[src/rtl/mem_port_arbiter.sv]
// mem_port_arbiter: shares one single-ported, fixed-latency memory between the
// instruction-fetch port (IF) and the memory-stage data port (D). Each access
// is arbitrated, issued, waited out for LATENCY cycles and then returned. D wins
// ties, but a starvation counter forces an IF grant after STARVE_MAX
// consecutive D grants taken while IF was waiting.
module mem_port_arbiter #(
    parameter int unsigned LATENCY    = 2,
    parameter int unsigned STARVE_MAX = 4
) (
    input  logic        clk,
    input  logic        rst,
    input  logic        if_req,
    input  logic [31:0] if_addr,
    output logic        if_gnt,
    output logic        if_rvalid,
    output logic [31:0] if_rdata,
    output logic        if_stall,
    input  logic        d_req,
    input  logic        d_we,
    input  logic [31:0] d_addr,
    input  logic [31:0] d_wdata,
    output logic        d_gnt,
    output logic        d_rvalid,
    output logic [31:0] d_rdata,
    output logic        stall,
    output logic        mem_en,
    output logic        mem_we,
    output logic [31:0] mem_addr,
    output logic [31:0] mem_wdata,
    input  logic [31:0] mem_rdata
);

    typedef enum logic [2:0] {
        IDLE,
        BUSY_IF,
        BUSY_D,
        RESP_IF,
        RESP_D
    } state_t;

    localparam logic [3:0] WAIT_INIT  = 4'(LATENCY - 1);
    localparam logic [3:0] STARVE_LIM = 4'(STARVE_MAX);

    if (LATENCY < 1 || LATENCY > 15) begin : g_bad_latency
        $error("mem_port_arbiter: LATENCY must be within 1..15");
    end
    if (STARVE_MAX < 1 || STARVE_MAX > 15) begin : g_bad_starve
        $error("mem_port_arbiter: STARVE_MAX must be within 1..15");
    end

    state_t      state_q, state_d;
    logic [3:0]  wait_q, wait_d;
    logic [3:0]  starve_q, starve_d;
    logic        if_gnt_q, if_gnt_d;
    logic        d_gnt_q, d_gnt_d;
    logic        if_rvalid_q, if_rvalid_d;
    logic        d_rvalid_q, d_rvalid_d;
    logic [31:0] if_rdata_q, if_rdata_d;
    logic [31:0] d_rdata_q, d_rdata_d;
    logic        mem_en_q, mem_en_d;
    logic        mem_we_q, mem_we_d;
    logic [31:0] mem_addr_q, mem_addr_d;
    logic [31:0] mem_wdata_q, mem_wdata_d;
    logic        d_wins;

    // D takes the slot unless IF is waiting and has already been passed over STARVE_MAX times
    always_comb begin
        d_wins = d_req && !(if_req && (starve_q == STARVE_LIM));
    end

    // Next-state and registered-output logic: arbitrate in IDLE, count out the latency, capture the response
    always_comb begin
        state_d     = state_q;
        wait_d      = wait_q;
        starve_d    = starve_q;
        if_gnt_d    = 1'b0;
        d_gnt_d     = 1'b0;
        if_rvalid_d = 1'b0;
        d_rvalid_d  = 1'b0;
        mem_en_d    = 1'b0;
        if_rdata_d  = if_rdata_q;
        d_rdata_d   = d_rdata_q;
        mem_we_d    = mem_we_q;
        mem_addr_d  = mem_addr_q;
        mem_wdata_d = mem_wdata_q;

        unique case (state_q)
            IDLE: begin
                if (d_wins) begin
                    mem_en_d    = 1'b1;
                    mem_we_d    = d_we;
                    mem_addr_d  = d_addr;
                    mem_wdata_d = d_wdata;
                    d_gnt_d     = 1'b1;
                    wait_d      = WAIT_INIT;
                    state_d     = BUSY_D;
                    if (!if_req) begin
                        starve_d = 4'd0;
                    end else if (starve_q != STARVE_LIM) begin
                        starve_d = starve_q + 4'd1;
                    end
                end else if (if_req) begin
                    mem_en_d    = 1'b1;
                    mem_we_d    = 1'b0;
                    mem_addr_d  = if_addr;
                    mem_wdata_d = 32'd0;
                    if_gnt_d    = 1'b1;
                    wait_d      = WAIT_INIT;
                    state_d     = BUSY_IF;
                    starve_d    = 4'd0;
                end
            end
            BUSY_IF: begin
                if (wait_q == 4'd0) begin
                    state_d = RESP_IF;
                end else begin
                    wait_d = wait_q - 4'd1;
                end
            end
            BUSY_D: begin
                if (wait_q == 4'd0) begin
                    state_d = RESP_D;
                end else begin
                    wait_d = wait_q - 4'd1;
                end
            end
            RESP_IF: begin
                if_rvalid_d = 1'b1;
                if_rdata_d  = mem_rdata;
                state_d     = IDLE;
            end
            RESP_D: begin
                d_rvalid_d = 1'b1;
                if (!mem_we_q) begin
                    d_rdata_d = mem_rdata;
                end
                state_d = IDLE;
            end
            default: begin
                state_d = IDLE;
            end
        endcase
    end

    // State and output registers; reset abandons any in-flight access immediately
    always_ff @(posedge clk or posedge rst) begin
        if (rst) begin
            state_q     <= IDLE;
            wait_q      <= 4'd0;
            starve_q    <= 4'd0;
            if_gnt_q    <= 1'b0;
            d_gnt_q     <= 1'b0;
            if_rvalid_q <= 1'b0;
            d_rvalid_q  <= 1'b0;
            if_rdata_q  <= 32'd0;
            d_rdata_q   <= 32'd0;
            mem_en_q    <= 1'b0;
            mem_we_q    <= 1'b0;
            mem_addr_q  <= 32'd0;
            mem_wdata_q <= 32'd0;
        end else begin
            state_q     <= state_d;
            wait_q      <= wait_d;
            starve_q    <= starve_d;
            if_gnt_q    <= if_gnt_d;
            d_gnt_q     <= d_gnt_d;
            if_rvalid_q <= if_rvalid_d;
            d_rvalid_q  <= d_rvalid_d;
            if_rdata_q  <= if_rdata_d;
            d_rdata_q   <= d_rdata_d;
            mem_en_q    <= mem_en_d;
            mem_we_q    <= mem_we_d;
            mem_addr_q  <= mem_addr_d;
            mem_wdata_q <= mem_wdata_d;
        end
    end

    // Stalls drop in the rvalid cycle so the requesting stage can advance
    always_comb begin
        if_stall = if_req & ~if_rvalid_q;
        stall    = d_req & ~d_rvalid_q;
    end

    assign if_gnt    = if_gnt_q;
    assign d_gnt     = d_gnt_q;
    assign if_rvalid = if_rvalid_q;
    assign d_rvalid  = d_rvalid_q;
    assign if_rdata  = if_rdata_q;
    assign d_rdata   = d_rdata_q;
    assign mem_en    = mem_en_q;
    assign mem_we    = mem_we_q;
    assign mem_addr  = mem_addr_q;
    assign mem_wdata = mem_wdata_q;

endmodule

[config.mk]
export PLATFORM = sky130hd
export DESIGN_NAME = mem_port_arbiter
export DESIGN_NICKNAME = d
export VERILOG_FILES = /design/src/rtl/mem_port_arbiter.sv
export SDC_FILE = /design/constraint.sdc
export NUM_CORES = 1
export LEC_CHECK = 0
export BUFFER_PORTS_ARGS = -buffer_cell sky130_fd_sc_hd__buf_2
export CAP_MARGIN = 0
export CORE_ASPECT_RATIO = 1.75
export CORE_MARGIN = 2
export CORE_UTILIZATION = 51
export CTS_CLUSTER_DIAMETER = 40
export DETAILED_ROUTE_END_ITERATION = 10
export GPL_TIMING_DRIVEN = 0
export HOLD_SLACK_MARGIN = 0.02
export PLACE_DENSITY = 0.82
export SYNTH_ARGS = -nofsm -noshare
export SYNTH_HDL_FRONTEND = slang
export SYNTH_SLANG_ARGS = --single-unit
export TNS_END_PERCENT = 1
[constraint.sdc]
create_clock -name clk -period 9.16 [get_ports clk]
set_input_delay 0 -clock clk [delete_from_list [all_inputs] [get_ports clk]]
set_output_delay 0 -clock clk [all_outputs]
set_load 0.1 [all_outputs]
==> results of run 1 <==
-- state kept, by name (all words and copies together), names as in the netlist --
| name | count |
|---|---|
| d_gnt | 1 |
| d_rdata | 32 |
| d_rvalid | 1 |
| if_gnt | 1 |
| if_rdata | 32 |
| if_rvalid | 1 |
| mem_addr | 32 |
| mem_en | 1 |
| mem_wdata | 32 |
| mem_we | 1 |
| starve_q | 4 |
| state_q | 3 |
| wait_q | 4 |
-- cell usage after synthesis, types with 2 or more instances --
| library cell | number |
|---|---|
| nor3b_1 | 5 |
| nor2b_1 | 5 |
| nand2_1 | 4 |
| a2bb2oi_1 | 32 |
| dfrtp_1 | 145 |
| nor3_1 | 4 |
| ha_1 | 4 |
| o311ai_0 | 2 |
| a21oi_1 | 3 |
| buf_2 | 5 |
| mux2_1 | 4 |
| clkbuf_1 | 23 |
| a311oi_1 | 32 |
| mux2_2 | 62 |
| buf_4 | 7 |
| o2111ai_1 | 2 |
| a22o_1 | 37 |
| o21ai_0 | 32 |
| buf_6 | 5 |
| inv_1 | 10 |
| nand3_1 | 2 |
| nor2_1 | 2 |
-- logic make-up after synthesis --
logic type,Yosys count,share of synthesized area
AOI/OAI and AO/OA,145,0.1875
adders and majority gates,4,0.008277
muxes,66,0.1229
xor gates and xnor gates,1,0.001449
buffers and inverters,51,0.04345
DFF,145,0.6000
and+or+nand+nor,33,0.03642
-- worst max-delay path: cells and delay by family, from the launching register on --
family,cells,cell delay [ns]
compound gates,2,0.57
buf+inv,4,1.29
flops,1,0.39
simple gates,1,0.21
fa+ha+maj,1,0.20
-- cells in the final DEF (no fill, tap or decap), types with 2 or more instances in the layout --
cell type / n
clkinvlp_4: 3
nor2b_1: 5
inv_1: 9
bufinv_16: 4
nand3_1: 2
buf_4: 7
a22o_1: 37
clkbuf_1: 25
a311oi_1: 32
inv_6: 5
nand2_1: 4
nor3_1: 4
nor2_1: 2
dfrtp_1: 145
a2bb2oi_1: 32
dlygate4sd3_1: 131
buf_6: 5
o21ai_0: 32
o2111ai_1: 2
ha_1: 4
o311ai_0: 2
inv_8: 2
clkbuf_16: 17
buf_2: 272
mux2_2: 62
mux2_1: 4
nor3b_1: 5
a21oi_1: 3
-- metrics by stage --
stage / cells / setup slack (ns) / hold WS (ns)
after floorplan: 445 / 5.265 / 0.1327
after global placement: 847 / 4.008 / 0.2191
after detailed placement: 848 / 7.131 / 0.1114
after CTS: 1011 / 6.598 / 0.1451
after global routing: 1011 / 6.316 / 0.1872
final: 1011 / 6.431 / 0.1601
-- worst max-delay path by stage --
stage	to	slack, ns	cells after the start	startpoint
after floorplan	d_gnt	5.27	1	rst
after global placement	mem_addr[10]	4.01	2	rst
after detailed placement	mem_addr[15]	7.13	6	state_q[1]
after CTS	mem_addr[15]	6.60	7	state_q[1]
after global routing	mem_addr[12]	6.32	7	state_q[1]
final	mem_addr[12]	6.43	8	starve_q[0]
-- cell type report --
| type | count | area share |
|---|---|---|
| clock buffer | 19 | 0.04543 |
| timing repair buffer | 399 | 0.2807 |
| tap | 135 | 0.01773 |
| sequential | 145 | 0.3808 |
| clock inverter | 13 | 0.02101 |
| inverter | 10 | 0.004464 |
| multi-input combinational | 249 | 0.2262 |
| buffer | 41 | 0.02363 |
-- what timing repair did --
| item | in CTS | in global routing |
|---|---|---|
| resized for setup | 0 | 0 |
| hold endpoints to repair | 195 | 0 |
| hold buffers | 131 | 0 |
-- routing by layer --
metal | GRT usage | vias to the layer above
met5 | 0 | -
met4 | 0.1602 | 0
met3 | 0.09045 | 80
met2 | 0.5837 | 322
met1 | 0.3260 | 2899
li1 | - | 2544
==> run metrics, run 1 <==
status completed; TritonCTS clock tree built; clock buffer depth 2; # DRC 0; Yosys top cell area share 0.6000; TritonCTS Buffers 17; Multi-input gate area between 2000 and 2500 sq um; Top Metal Used met4; count of cell types in the netlist 40; WP data arrival 3.07 ns; GP Congestion 0.8325; Syn Area/Cell between 10 and 15 sq um; H-tree depth 4; Crit-path slowest cell dlygate4sd3_1; clock sinks 145; Reg area around 3600 sq um; largest area contributor in the netlist dfrtp_1; Final period util 0.2979; Layout Skew about 0.011 ns; mapped cell area 6047 sq um; Port Buf Inserts 267; final setup fails 0; final hold violations 0; Largest stage delay, worst path 0.61 ns; number of enable flip-flop cells after synthesis 0; synthesis-to-finish area growth 57.58%; Setup CP Type reg -> reg; type of origin of the critical path flip-flop; Starting Density 0.5221; clock latency on the worst-skew pair 0.42 ns; Setup TNS 0 ns; clock period minus worst slack approximately 2.7 ns; final core occ 0.8228; core box area 11580 sq um; initial antenna violation count 0; initial DRC count 355; Least-Margin Pin Slew around 0.6 ns; vias between 5000 and 6000; Die W between 80 and 90 um; CP cell instances inv_1 -> ha_1 -> and4b_1 -> buf_2 -> clkbuf_1 -> o21ai_0 -> a2bb2oi_1 -> dlygate4sd3_1; Seq/Total Area, Yosys 0.6000; post-DP HPWL approximately 12000 um; drt pass-1 iters 6; crit path max fanout 10; Reg-to-Reg End mem_addr[12]; vias in the first global route 6493; Async SR Flop Fraction 1.000; Mapped Cells roughly 450; Tot GR Track Use 0.3204; critical path endpoint category flip-flop; RSZ-0062 raised after global routing false; Rel. slew slack 0.5923; antenna cells 0; # rows 52; WL met3 1369 um; Routed WL 20420 um; setup bufs post-CTS 0; routed len/inst 20.20 um; Yosys reg bits 145; hold path start d_req; Layout fillers 607; syn_nets 582; Die Ht roughly 150 um; fmax 366.5 MHz; Worst Hold End state_q[0]; Net count, final 1000; layout cells sized above 1 0.4361; Ports roughly 270; yosys warns 0; met2 WL approximately 11000 um; maxcap violations 0; Reg2Reg Setup Slack roughly 6.4 ns; Slew Limit Fails 0; synth top area cells dfrtp_1, mux2_2, a22o_1; M1 wire length 7165 um; Via-to-Cell Ratio 5.781; top_reg_cell synth dfrtp_1; first-pass GRT wire length 32040 um; start of the worst register-to-register path starve_q[0]; fin area 9529 sq um; Die ar. around 13000 sq um; worst hold path stage count 4; GRT overflow 0; WP data required approximately 9.5 ns; FF-to-FF path depth 8; Reg clk slew, reported paths around 0.06 ns; antenna viol nets, final 0; clock root cell clkbuf_16; Placed Area 7585 sq um; pin count of the biggest net entering global routing 81; Worst Hold Class in -> reg
Power of run 1 is not shown: default switching activity piles up to over one toggle a cycle in this logic, so the estimate is an artifact.
==> inputs of run 2 (changes only) <==
- ABC_AREA: not set -> 1
- CORE_UTILIZATION: 51 -> 48
- PLACE_DENSITY: 0.82 -> 0.77
- clock period: 9.16 -> 2.6 ns (I/O delays scaled with it)
==> run metrics, run 2 <==
clock sinks 145 (unchanged); crit path max fanout 10 (unchanged); Die W 90.55 um (was 86.31 um); GP Congestion 0.8272 (was 0.8325); synthesis-to-finish area growth 56.99% (was 57.58%); clock latency on the worst-skew pair 0.41 ns (was 0.42 ns); start of the worst register-to-register path starve_q[0] (unchanged); Rel. slew slack 0.5140 (was 0.5923); vias in the first global route 7183 (was 6493); termination of the worst setup path mem_addr[14] (was mem_addr[12]); clock root cell clkbuf_16 (unchanged); Net count, final 1296 (was 1000); most common cell after layout, fill and taps aside buf_2 (unchanged); pin count of the biggest net entering global routing 37 (was 81); critical path endpoint category flip-flop (unchanged); Crit-path slowest cell dlygate4sd3_1 (unchanged); Setup TNS 0 ns (unchanged); Yosys top cell area share 0.5767 (was 0.6000); clock period minus worst slack 2.533 ns (was 2.729 ns); syn_nets 874 (was 582); Ports 269 (unchanged); layout cells sized above 1 0.2810 (was 0.4361); GRT overflow 0 (unchanged); Reg2Reg Setup Slack 0.07 ns (was 6.43 ns); Largest stage delay, worst path 0.57 ns (was 0.61 ns); TritonCTS clock tree built (unchanged); FF-to-FF path depth 10 (was 8); maxcap violations 0 (unchanged); antenna viol nets, final 0 (unchanged); Via-to-Cell Ratio 5.021 (was 5.781); setup bufs post-CTS 0 (unchanged); Reg-to-Reg End mem_addr[14] (was mem_addr[12]); most used cell, CP nand2_1; mapped cell area 6292 sq um (was 6047 sq um); Port Buf Inserts 267 (unchanged); clock buffer depth 2 (unchanged); count of cell types in the netlist 22 (was 40); TritonCTS Buffers 17 (unchanged); WP data required 2.89 ns (was 9.50 ns); Mapped Cells 737 (was 445); Routed WL 21630 um (was 20420 um); synth top area cells dfrtp_1, nand2_1, o21ai_0 (was dfrtp_1, mux2_2, a22o_1); # rows 55 (was 52); post-DP HPWL 13490 um (was 12050 um); type of origin of the critical path flip-flop (unchanged); RSZ-0062 raised after global routing true (was false); Worst Hold Class in -> async (was in -> reg); largest area contributor in the netlist dfrtp_1 (unchanged); Die Ht 155.5 um (was 148.0 um); Yosys reg bits 145 (unchanged); placed cells 1179 (was 848); # DRC 0 (unchanged); fmax 394.8 MHz (was 366.5 MHz); number of enable flip-flop cells after synthesis 0 (unchanged); initial DRC count 345 (was 355); H-tree depth 4 (unchanged); Setup CP Type reg -> reg (unchanged); Layout Skew 0.01142 ns (was 0.01122 ns); CP cell instances inv_1 -> ha_1 -> nand2_1 -> inv_1 -> nand2_1 -> clkbuf_1 -> nand3b_1 -> nand3_1 -> dlygate4sd3_1 -> nand2_1 (was inv_1 -> ha_1 -> and4b_1 -> buf_2 -> clkbuf_1 -> o21ai_0 -> a2bb2oi_1 -> dlygate4sd3_1); final core occ 0.7676 (was 0.8228); Seq/Total Area, Yosys 0.5767 (was 0.6000); top_reg_cell synth dfrtp_1 (unchanged); top-count cell post-synth nand2_1 (was dfrtp_1); final hold violations 0 (unchanged); Least-Margin Pin Slew 0.7274 ns (was 0.6115 ns); Tot GR Track Use 0.3115 (was 0.3204); initial antenna violation count 2 (was 0); Final period util 0.9742 (was 0.2979); yosys warns 0 (unchanged); first-pass GRT wire length 34790 um (was 32040 um); Async SR Flop Fraction 1.000 (unchanged); Synth top cells by count nand2_1, dfrtp_1, inv_1 (was dfrtp_1, mux2_2, a22o_1); Die ar. 14080 sq um (was 12780 sq um); drt pass-1 iters 5 (was 6); Syn Area/Cell 8.538 sq um (was 13.59 sq um); routed len/inst 16.08 um (was 20.20 um); final setup fails 0 (unchanged); vias 6753 (was 5845); core box area 12870 sq um (was 11580 sq um); status completed (unchanged); WP data arrival 2.82 ns (was 3.07 ns); Starting Density 0.4890 (was 0.5221); Slew Limit Fails 0 (unchanged); most frequent cells in the layout buf_2, nand2_1, dfrtp_1 (was buf_2, dfrtp_1, dlygate4sd3_1); Post-Layout Cell Count 1345 (was 1011); CP Launch Point starve_q[0] (unchanged); Reg clk slew, reported paths 0.06 ns (about the same)
[run 2: changes by cell type in the layout (fill, tap and decap cells not counted), moves of 37 or more]
cell / before / now
a22o_1: 37 / 0
inv_1: 9 / 86
mux2_2: 62 / 0
nand2_1: 4 / 257
nand3_1: 2 / 46
o21ai_0: 32 / 80
[run 2: cell type report]
| cell class | count | area [sq um] |
|---|---|---|
| inverter | 89 | 337.8 |
| buffer | 41 | 216.5 |
| fill | 861 | 2990 |
| sequential | 145 | 3628 |
| antenna | 3 | 7.507 |
| clock buffer | 18 | 439.2 |
| timing repair buffer | 403 | 2745 |
| clock inverter | 13 | 175.2 |
| multi-input combinational | 462 | 2115 |
| tap | 171 | 214.0 |
[run 2: kinds of logic after synthesis]
logic type / Yosys count / synth area share
compound gates: 105 / 0.08351
xor+xnor: 2 / 0.002784
fa+ha+maj: 4 / 0.007954
buf+inv: 130 / 0.08729
flops: 145 / 0.5767
simple gates: 351 / 0.2418
[run 2: how the worst min path moves through the flow]
| stage | slack (ns) | endpoint | from |
|---|---|---|---|
| 6_report | 0.26 | mem_wdata[15] | rst |
| 5_1_grt | 0.29 | mem_wdata[26] | rst |
| 4_1_cts | 0.27 | mem_wdata[17] | rst |
| 3_5_place_dp | 0.16 | mem_wdata[17] | rst |
| 3_3_place_gp | 0.24 | mem_we | d_we |
| 2_1_floorplan | 0.13 | mem_wdata[3] | d_wdata[3] |
[run 2: critical path, delay by kind of cell, from the launching register on]
family / cells / cell delay [ns]
flip-flops: 1 / 0.43
buffers and inverters: 4 / 1.14
AND/OR/NAND/NOR: 5 / 0.64
adder cells (fa/ha/maj): 1 / 0.20
[run 2: timing repair]
item,4_1_cts,5_1_grt
gates resized for setup,0,2
hold endpoints to repair,163,0
endpoints found under the setup margin,0,6
hold buffers,132,0
[run 2: per-layer routing]
metal	vias to the layer above	wire length (um)	GRT usage
met2	327	11600	0.5697
met5	-	0	0
met3	83	1316	0.07554
li1	3147	-	-
met4	0	1049	0.1788
met1	3196	7662	0.3206
[run 2: per-stage QoR]
stage / area (sq um) / worst slack (ns) / hold WS, ns
after detailed placement: 7934 / 0.7620 / 0.1593
final: 9878 / 0.06697 / 0.2643
after global placement: 7846 / -0.1634 / 0.2372
after floorplan: 6296 / 0.4561 / 0.1341
after global routing: 9878 / -0.04048 / 0.2934
after CTS: 9869 / 0.2177 / 0.2730
Power of run 2 is left out for the same reason.
==> inputs of run 3 (changes only) <==
==> constraint.sdc (replaced) <==
create_clock -name clk -period 2.6 [get_ports clk]
set_input_delay 0.65 -clock clk [delete_from_list [all_inputs] [get_ports clk]]
set_output_delay 0.65 -clock clk [all_outputs]
set_load 0.1 [all_outputs]
==> run metrics, run 3 (synthesis results as in run 2) <==
core box area 12870 sq um (unchanged); Multi-input gate area 2115 sq um (unchanged); Via-to-Cell Ratio 4.874 (was 5.021); Layout Skew 0.01192 ns (was 0.01142 ns); # hold bufs at CTS 0 (was 132); Reg-to-Reg End mem_addr[17] (was mem_addr[14]); final setup fails 0 (unchanged); Post-CTS Resized 0 (unchanged); clock latency on the worst-skew pair 0.41 ns (about the same); routing usage on met2 0.4812 (was 0.5697); clock sinks 145 (unchanged); met1 GRT Util 0.2738 (was 0.3206); crit path max fanout 19 (was 10); RSZ-0062 raised after global routing false (was true); Rel. slew slack 0.5110 (was 0.5140); clock root cell clkbuf_16 (unchanged); grt met3 use 0.06199 (was 0.07554); Tot GR Track Use 0.2571 (was 0.3115); Ports 269 (unchanged); WP data arrival 1.57 ns (was 2.82 ns); Setup CP Type in -> out (was reg -> reg); Layout fillers 1131 (was 861); Reg area 3628 sq um (unchanged); start of the worst register-to-register path starve_q[0] (unchanged); final hold violations 0 (unchanged); TritonCTS Buffers 17 (unchanged); maxcap violations 0 (unchanged); status completed (unchanged); Post-Layout Cell Count 1210 (was 1345); # rows 55 (unchanged); Final period util 0.8553 (was 0.9742); GRT overflow 0 (unchanged); TritonCTS clock tree built (unchanged); clock period minus worst slack 2.224 ns (was 2.533 ns); routed len/inst 14.70 um (was 16.08 um); Reg2Reg Setup Slack 0.70 ns (was 0.07 ns); Die W 90.55 um (unchanged); critical path endpoint category output pin (was flip-flop); clock buffer depth 2 (unchanged); antenna viol nets, final 0 (unchanged); drt pass-1 iters 5 (unchanged); Reg clk slew, reported paths 0.06 ns (about the same); synthesis-to-finish area growth 35.83% (was 56.99%); Routed WL 17790 um (was 21630 um); fmax 449.7 MHz (was 394.8 MHz); Starting Density 0.4890 (unchanged); FF-to-FF path depth 9 (was 10); # DRC 0 (unchanged); Die Ht 155.5 um (unchanged); initial antenna violation count 1 (was 2); gr busiest metal met2 (unchanged); Slew Limit Fails 0 (unchanged); Port Buf Inserts 267 (unchanged); GP Congestion 0.8272 (unchanged); initial DRC count 217 (was 345); most common cell after layout, fill and taps aside buf_2 (unchanged); most frequent cells in the layout buf_2, nand2_1, dfrtp_1 (unchanged); layout cells sized above 1 0.3160 (was 0.2810); WP data required 1.95 ns (was 2.89 ns); type of origin of the critical path primary input (was flip-flop); Least-Margin Pin Slew 0.7319 ns (was 0.7274 ns); post-DP HPWL 13490 um (unchanged); first-pass GRT wire length 28770 um (was 34790 um); placed cells 1179 (unchanged); vias in the first global route 5931 (was 7183); Worst Hold Class in -> async (unchanged); Die ar. 14080 sq um (unchanged); pin count of the biggest net entering global routing 37 (unchanged); Fin Hold WS 0.3563 ns (was 0.2643 ns); Net count, final 1163 (was 1296); H-tree depth 4 (unchanged); vias 5897 (was 6753)
-- run 3: repair_timing --
item / in CTS / in global routing
setup buffers: 0 / 0
hold endpoints to repair: 0 / 0
setup endpoints to repair: 0 / 1
-- run 3: cell type report --
| cell class | instances | share of cell area |
|---|---|---|
| antenna | 1 | 0.0002928 |
| buffer | 40 | 0.02474 |
| clock buffer | 18 | 0.05138 |
| clock inverter | 13 | 0.02049 |
| inverter | 89 | 0.03953 |
| multi-input combinational | 462 | 0.2474 |
| sequential | 145 | 0.4245 |
| tap | 171 | 0.02503 |
| timing repair buffer | 271 | 0.1666 |
-- run 3: stage by stage --
step           utilization  worst slack [ns]  TNS, ns  instance area (sq um)
2_1_floorplan            -           -0.4621  -0.6560                   6296
3_3_place_gp        0.6097           -0.8134  -116.60                   7846
3_5_place_dp        0.6165           0.08445        0                   7934
4_1_cts             0.6643           0.08925        0                   8548
5_1_grt             0.6642            0.3098        0                   8547
6_report            0.6642            0.3762        0                   8547
-- run 3: per-layer routing --
metal | vias up | part of all wire
li1 | 2886 | -
met1 | 2753 | 0.38
met2 | 222 | 0.54
met3 | 36 | 0.055
met4 | 0 | 0.027
met5 | - | 0
-- run 3: worst max-delay path by stage --
stage | start | end | slack (ns)
floorplan | d_req | stall | -0.46
global placement | rst | if_rdata[23] | -0.81
detailed placement | d_req | stall | 0.08
CTS | d_req | stall | 0.09
global route | d_req | stall | 0.31
finish | d_req | stall | 0.38
-- run 3: worst max-delay path, cell delays in order --
cell	delay [ns]
buf_2	0.33
inv_1	0.07
nor2_1	0.09
buf_2	0.43
Power of run 3 is left out for the same reason.
